### src/rtl/hazard_control_unit_pkg.sv
// hazard_control_unit_pkg: state encodings, control bundle and register-number width shared by hazard and forwarding logic
package hazard_control_unit_pkg;
    localparam int REG_W = 5;
    typedef enum logic [1:0] {
        RUN        = 2'b00,
        LOAD_STALL = 2'b01,
        FLUSH      = 2'b10,
        MEM_WAIT   = 2'b11
    } state_e;
    typedef struct packed {
        logic pc_write;
        logic ifid_write;
        logic idex_write;
        logic ifid_flush;
        logic idex_bubble;
        logic exmem_hold;
    } ctrl_t;
    localparam ctrl_t CTRL_IDLE  = '{1'b1, 1'b1, 1'b1, 1'b0, 1'b0, 1'b0};
    localparam ctrl_t CTRL_MEM   = '{1'b0, 1'b0, 1'b0, 1'b0, 1'b0, 1'b1};
    localparam ctrl_t CTRL_FLUSH = '{1'b1, 1'b1, 1'b1, 1'b1, 1'b1, 1'b0};
    localparam ctrl_t CTRL_LOAD  = '{1'b0, 1'b0, 1'b1, 1'b0, 1'b1, 1'b0};
endpackage

### src/rtl/hazard_control_unit_load_use.sv
// load_use_detect: flags a load in ID/EX whose destination feeds a source of the IF/ID instruction
module load_use_detect
    import hazard_control_unit_pkg::*;
(
    input  logic             idex_mem_read,
    input  logic [REG_W-1:0] idex_rt,
    input  logic [REG_W-1:0] ifid_rs,
    input  logic [REG_W-1:0] ifid_rt,
    output logic             hazard
);
    assign hazard = idex_mem_read && (idex_rt != '0) && ((idex_rt == ifid_rs) || (idex_rt == ifid_rt));
endmodule

### src/rtl/hazard_control_unit.sv
// hazard_control_unit: pipeline stall/flush control for memory wait, taken branches and load-use hazards
module hazard_control_unit
    import hazard_control_unit_pkg::*;
#(
    parameter int CNT_W = 16
) (
    input  logic             clk,
    input  logic             rst_n,
    input  logic             IDEX_MemRead,
    input  logic [REG_W-1:0] IDEX_Rt,
    input  logic [REG_W-1:0] IFID_Rs,
    input  logic [REG_W-1:0] IFID_Rt,
    input  logic             branch_taken,
    input  logic             dmem_req,
    input  logic             dmem_ready,
    output logic             PC_Write,
    output logic             IFID_Write,
    output logic             IDEX_Write,
    output logic             IFID_Flush,
    output logic             IDEX_Bubble,
    output logic             EXMEM_Hold,
    output logic [1:0]       state,
    output logic [CNT_W-1:0] stall_count
);
    state_e           state_q, state_d;
    logic [CNT_W-1:0] stall_count_q, stall_count_d;
    ctrl_t            ctrl;
    logic             hazard;
    logic             mem_wait;

    load_use_detect u_load_use_detect (
        .idex_mem_read(IDEX_MemRead),
        .idex_rt      (IDEX_Rt),
        .ifid_rs      (IFID_Rs),
        .ifid_rt      (IFID_Rt),
        .hazard       (hazard)
    );

    // MEM_WAIT holds on dmem_ready alone; elsewhere a fresh wait needs an active request
    assign mem_wait = (dmem_req && !dmem_ready) || (state_q == MEM_WAIT && !dmem_ready);

    always_comb begin
        ctrl    = CTRL_IDLE;
        state_d = RUN;
        if (!rst_n) begin
            ctrl    = CTRL_IDLE;
            state_d = RUN;
        end else if (mem_wait) begin
            ctrl    = CTRL_MEM;
            state_d = MEM_WAIT;
        end else if (branch_taken && (state_q == RUN || state_q == LOAD_STALL)) begin
            ctrl    = CTRL_FLUSH;
            state_d = FLUSH;
        end else if (hazard && state_q == RUN) begin
            ctrl    = CTRL_LOAD;
            state_d = LOAD_STALL;
        end
        stall_count_d = (!ctrl.pc_write && stall_count_q != {CNT_W{1'b1}}) ? stall_count_q + CNT_W'(1) : stall_count_q;
    end

    always_ff @(posedge clk) begin
        if (!rst_n) begin
            state_q       <= RUN;
            stall_count_q <= '0;
        end else begin
            state_q       <= state_d;
            stall_count_q <= stall_count_d;
        end
    end

    assign PC_Write    = ctrl.pc_write;
    assign IFID_Write  = ctrl.ifid_write;
    assign IDEX_Write  = ctrl.idex_write;
    assign IFID_Flush  = ctrl.ifid_flush;
    assign IDEX_Bubble = ctrl.idex_bubble;
    assign EXMEM_Hold  = ctrl.exmem_hold;
    assign state       = state_q;
    assign stall_count = stall_count_q;
endmodule
### config.mk
export PLATFORM = sky130hd
export DESIGN_NAME = hazard_control_unit
export DESIGN_NICKNAME = d
export VERILOG_FILES = /design/src/rtl/hazard_control_unit_pkg.sv /design/src/rtl/hazard_control_unit_load_use.sv /design/src/rtl/hazard_control_unit.sv
export SDC_FILE = /design/constraint.sdc
export NUM_CORES = 1
export LEC_CHECK = 0
export CELL_PAD_IN_SITES_DETAIL_PLACEMENT = 1
export CELL_PAD_IN_SITES_GLOBAL_PLACEMENT = 1
export CORE_MARGIN = 5
export CORE_UTILIZATION = 43
export CTS_CLUSTER_DIAMETER = 60
export DETAILED_ROUTE_END_ITERATION = 6
export DONT_BUFFER_PORTS = 1
export PLACE_DENSITY_LB_ADDON = 0.08
export SLEW_MARGIN = 10
export SYNTH_ARGS = -nofsm -noshare
export SYNTH_HDL_FRONTEND = slang
export SYNTH_SLANG_ARGS = --single-unit
### constraint.sdc
create_clock -name clk -period 2.4 [get_ports clk]
set_input_delay 0.48 -clock clk [delete_from_list [all_inputs] [get_ports clk]]
set_output_delay 0.48 -clock clk [all_outputs]
set_load 0.01 [all_outputs]
; Yosys cells after proc, flatten, opt, wreduce, memory -nomap -nowiden
; Index checks and enable logic that the tools add are counted.
[op_classes]
addsub = 1
multipliers = 0
div = 0
order_cmp = 0
n_eq_ne = 5
n_shift = 0
mux = 7
n_bitwise = 0
n_reduce_logical = 14
[ops]
columns = operator, count
row1 = 2-to-1 mux 6 bit, 4
row2 = adder 16 x 1 -> 16 bit (second input constant), 1
row3 = inequality test 16 bit (second input constant), 1
row4 = == test 5 bit, 2
row5 = logical AND 1 bit, 7
row6 = nonzero test 5 bit, 1
row7 = 2-to-1 mux 2 bit, 2
row8 = logical OR 1 bit, 3
row9 = == test 2 x 1 -> 1 bit (second input constant), 1
row10 = == test 2 bit (second input constant), 1
row11 = logical NOT 1 bit, 2
row12 = logical NOT 2 bit, 1
row13 = 2-to-1 mux 1 bit, 1
[word_totals]
regBits = 18
latch_bits = 0
mem_bits_rw = 0
rom_bits = 0
input_bits = 21
out_inout_bits = 24
memories = 0

; Longest topological paths before layout
[depth]
depth_word = 10
depth_mapped = 9
ltp_nobuf = 7

; By module
; From an unflattened synthesis, not the netlist that was laid out.
[unflattened]
cells_unflattened = 131
hier_area_um2 = 1139.8
[by_module_without_submodules]
columns = module, instances, cells_per_inst, area_per_inst_um2
row1 = hazard_control_unit, 1, 114, 1014.7
row2 = load_use_detect, 1, 17, 125.1

; Worst setup path before layout
; No wires, ideal clock.
[synth_path]
path_kind = in2out
startpoint = input port IDEX_Rt[0]
endpoint = output port PC_Write
arrival_time_ns = 1.869
setup_slack_ns = 0.051
stages = 5
path_buffers = 1
path_cell_list = or4_1 -> o211ai_2 -> nor2_1 -> a21oi_1 -> buf_4
[synth_via]
elab_chain_len = 8
[synth_rtl]
columns = element, line
row1 = "start, declared", hazard_control_unit.sv:10  ; input logic [REG_W-1:0] IDEX_Rt,
row2 = == test 5 bit or nonzero test 5 bit (tied branches), hazard_control_unit_load_use.sv:11  ; assign hazard = idex_mem_read && (idex_rt != '0) && ((idex_rt == ifid_rs) || (idex_rt == ifid_rt));
row3 = logical OR 1 bit or logical AND 1 bit (tied branches), hazard_control_unit_load_use.sv:11
row4 = logical AND 1 bit (*), hazard_control_unit_load_use.sv:11
row5 = logical AND 1 bit (*), hazard_control_unit.sv:54  ; end else if (hazard && state_q == RUN) begin
row6 = 2-to-1 mux 6 bit (*), hazard_control_unit.sv:54
row7 = 2-to-1 mux 6 bit (*), hazard_control_unit.sv:51  ; end else if (branch_taken && (state_q == RUN || state_q == LOAD_STALL)) begin
row8 = 2-to-1 mux 6 bit (*), hazard_control_unit.sv:48  ; end else if (mem_wait) begin
row9 = 2-to-1 mux 6 bit (*), hazard_control_unit.sv:45  ; if (!rst_n) begin
row10 = "end, declared", hazard_control_unit.sv:16  ; output logic PC_Write,
; Mark *: on every way between the ends. The rest lies on a longest branch, timed or not.

; Final worst setup path
; Ends and elaborated chain as after synthesis.

==> key figures <==
Cells and area
  • Share of cells above drive strength 1: 12.32%
  • N_diodes: 0
  • Post-route cell area: 1167 um^2
  • Area growth, synth to finish: 11.07%
  • Net count reported at finish: 162
  • Multi-input gate area: 618.1 um^2
  • Most frequent cells in the layout: 18 x dfxtp_1, 11 x nand2_1, 11 x buf_4, 10 x a21oi_1, 10 x xnor2_1
  • Reg area: 360.3 um^2
  • Fill count: 306
  • Commonest non-fill, non-tap cell in the layout: dfxtp_1
  • Final Instance Count excl. Fillers: 168

Hold path
  • HP Class: input pin to flop

Clock network
  • CTS clk-pin slew, worst paths: 0.10 ns
  • Clk sinks: 18
  • CTS resizes: 0
  • Clock buffer count from CTS: 3
  • Clk buf depth: 2
  • CTS tree: built
  • CTS Hold Bufs: 0
  • Post-CTS Setup Inserts: 0
  • Skew-Pair Late Insertion Delay: 0.28 ns
  • H-tree depth: 1
  • CTS Root Cell: clkbuf_4

Detailed routing
  • Metal2 WL: 1351 um
  • DR pass1 iterations: 4
  • Vias: 1002
  • Vias per cell: 5.964
  • Met3 wire length: 214 um
  • Final WL: 2669 um
  • DRC: 0
  • Highest metal layer with signal wires: met4
  • Post-route ant nets: 0
  • Drt initial violations: 34
  • Wl on met1: 1087 um
  • DR WL/cell: 15.89 um

Critical path
  • Largest stage delay on the critical path: 0.54 ns
  • Slowest cell on the critical path: or4_1
  • Worst R2R Setup Slack: 0.41 ns
  • Crit-path cells: or4_1 -> o211ai_2 -> nor2_1 -> a21oi_1 -> buf_4
  • Crit-path max FO: 7
  • CP Class: input pin to output pin
  • CP endpoint kind: output pin
  • Crit path required time: 1.92 ns
  • Worst Path Arrival: 1.60 ns
  • Setup crit start kind: input pin

Floorplanning
  • I/O Pins: 45
  • Die Y: 59.44 um
  • Die width: 59.44 um
  • # rows: 18
  • Initial Util: 43.61%
  • Core ar.: 2410 um^2
  • Die Footprint: 3533 um^2

STA
  • Final setup fails: 0
  • Setup TNS: 0 ns
  • RSZ-0062 raised after global routing: false
  • Slew HR: 72.34%
  • Setup Skew: 0.004479 ns
  • Post-route minimum period: 2.080 ns
  • Actual slew at the worst max-slew pin: 0.4111 ns
  • Setup ws final: 0.3196 ns
  • Max Freq: 480.7 MHz
  • Post-route clock period utilization: 86.68%
  • Slew Viols, Final: 0
  • Hold Violations, Final: 0

Placed design
  • GPL Wtd Cong: 0.7156
  • Post-Place Cells: 165
  • Pre-CTS setup slack: 0.3019 ns
  • Area after DPL: 1145 um^2
  • Hpwl dp: 2128 um
  • Port Buffers: 0

Outcome
  • Status: complete, no violations

Synthesis
  • Yosys reg bits: 18
  • Distinct cells, synth: 32
  • EDFF count, synth: 0
  • Ys Warns: 0
  • Synth Cell Area: 1051 um^2
  • Ys flop type: dfxtp_1
  • Syn avg cell area: 8.211 um^2
  • Syn nets: 150
  • Cells after Synth: 128
  • Synth async-reset ratio: 0%
  • Sequential share of the synthesized area: 34.29%

GRT
  • Largest net degree at the start of global routing: 24
  • First-pass GRT wire length: 4643 um
  • Vias in the first global route: 1058
  • Grt ovf: 0
  • Initial antenna violation count: 0
  • Total track usage: 16.95%

Flow run
  • Max-Cap Viols: 0

Power and ir drop
  • Pleak: 0.3721 nW
  • Max rail drop VDD: 0.0002135 V
  • Power Density: 444.8 nW/um^2
## worst paths after layout
kind | to | cells after the start | startpoint
max | PC_Write | 5 | IDEX_Rt[0]
min | stall_count[9]$_SDFFE_PN0P_ | 2 | rst_n
max reg2reg | stall_count[5]$_SDFFE_PN0P_ | 8 | stall_count[1]$_SDFFE_PN0P_
min reg2reg | stall_count[15]$_SDFFE_PN0P_ | 2 | stall_count[15]$_SDFFE_PN0P_
## per-stage QoR
stage | util (%) | total power [mW] | hold WS [ns]
2_1_floorplan | - | 0.3684 | 0.4963
3_3_place_gp | 47.51 | 0.3787 | 0.5238
3_5_place_dp | 47.51 | 0.3808 | 0.5447
4_1_cts | 48.44 | 0.5290 | 0.3248
5_1_grt | 48.44 | 0.5489 | 0.3174
6_report | 48.44 | 0.5192 | 0.3342
## area by class of cell
cell class / count / share of cell area [%]
Multi-Input combinational cell: 98 / 52.95
Sequential cell: 18 / 30.87
Timing Repair Buffer: 12 / 8.789
Tap cell: 30 / 3.215
Inverter: 7 / 2.251
Clock buffer: 3 / 1.929
## logic make-up (layout without fill, tap and decap cells)
logic type	count (synthesis)	count (layout)	synth area share [%]
AOI/OAI and AO/OA	30	30	19.05
xor gates and xnor gates	11	11	9.166
adders and majority gates	1	1	1.190
DFF	18	18	34.29
muxes	4	4	3.810
buffers and inverters	12	22	6.906
and+or+nand+nor	52	52	25.60
## metal layers
metal / GRT usage (%) / vias to the layer above
met3: 4.575 / 2
met5: 0 / -
met4: 6.149 / 0
met2: 31.05 / 27
met1: 18.32 / 481
li1: - / 492
## worst max-delay path: cells and delay by family
kind / cells / cell delay, ns
AO/OA/AOI/OAI: 2 / 0.33
buffers and inverters: 1 / 0.18
AND/OR/NAND/NOR: 2 / 0.61
## power breakdown
group | internal (mW) | switching, mW
Combinational | 0.0325 | 0.0342
Sequential | 0.302 | 0.00408
Clock | 0.0582 | 0.0880
Total | 0.393 | 0.126
## Yosys cell counts (all sizes together), types with 2 or more instances
library cell  number  area share, %
a21oi             11            5.6
nand3              9            4.3
o21ai              3            1.4
nor3               2           0.95
o31ai              8            5.7
mux2i              4            3.8
buf                3            3.7
or3                3            1.8
nor2               9            3.2
nand2b             3            1.8
nand4              4            2.4
nand2             11            3.9
xnor2             10            8.3
or4                5            3.6
clkbuf             2           0.71
dfxtp             18             34
nor4               4            2.4
inv                7            2.5
o211ai             4            3.3
## flip-flops by register name, indices dropped and copies added (netlist names)
register / count
state: 2
stall_count: 16
No activity file was read; power rests on OpenSTA's default activity.
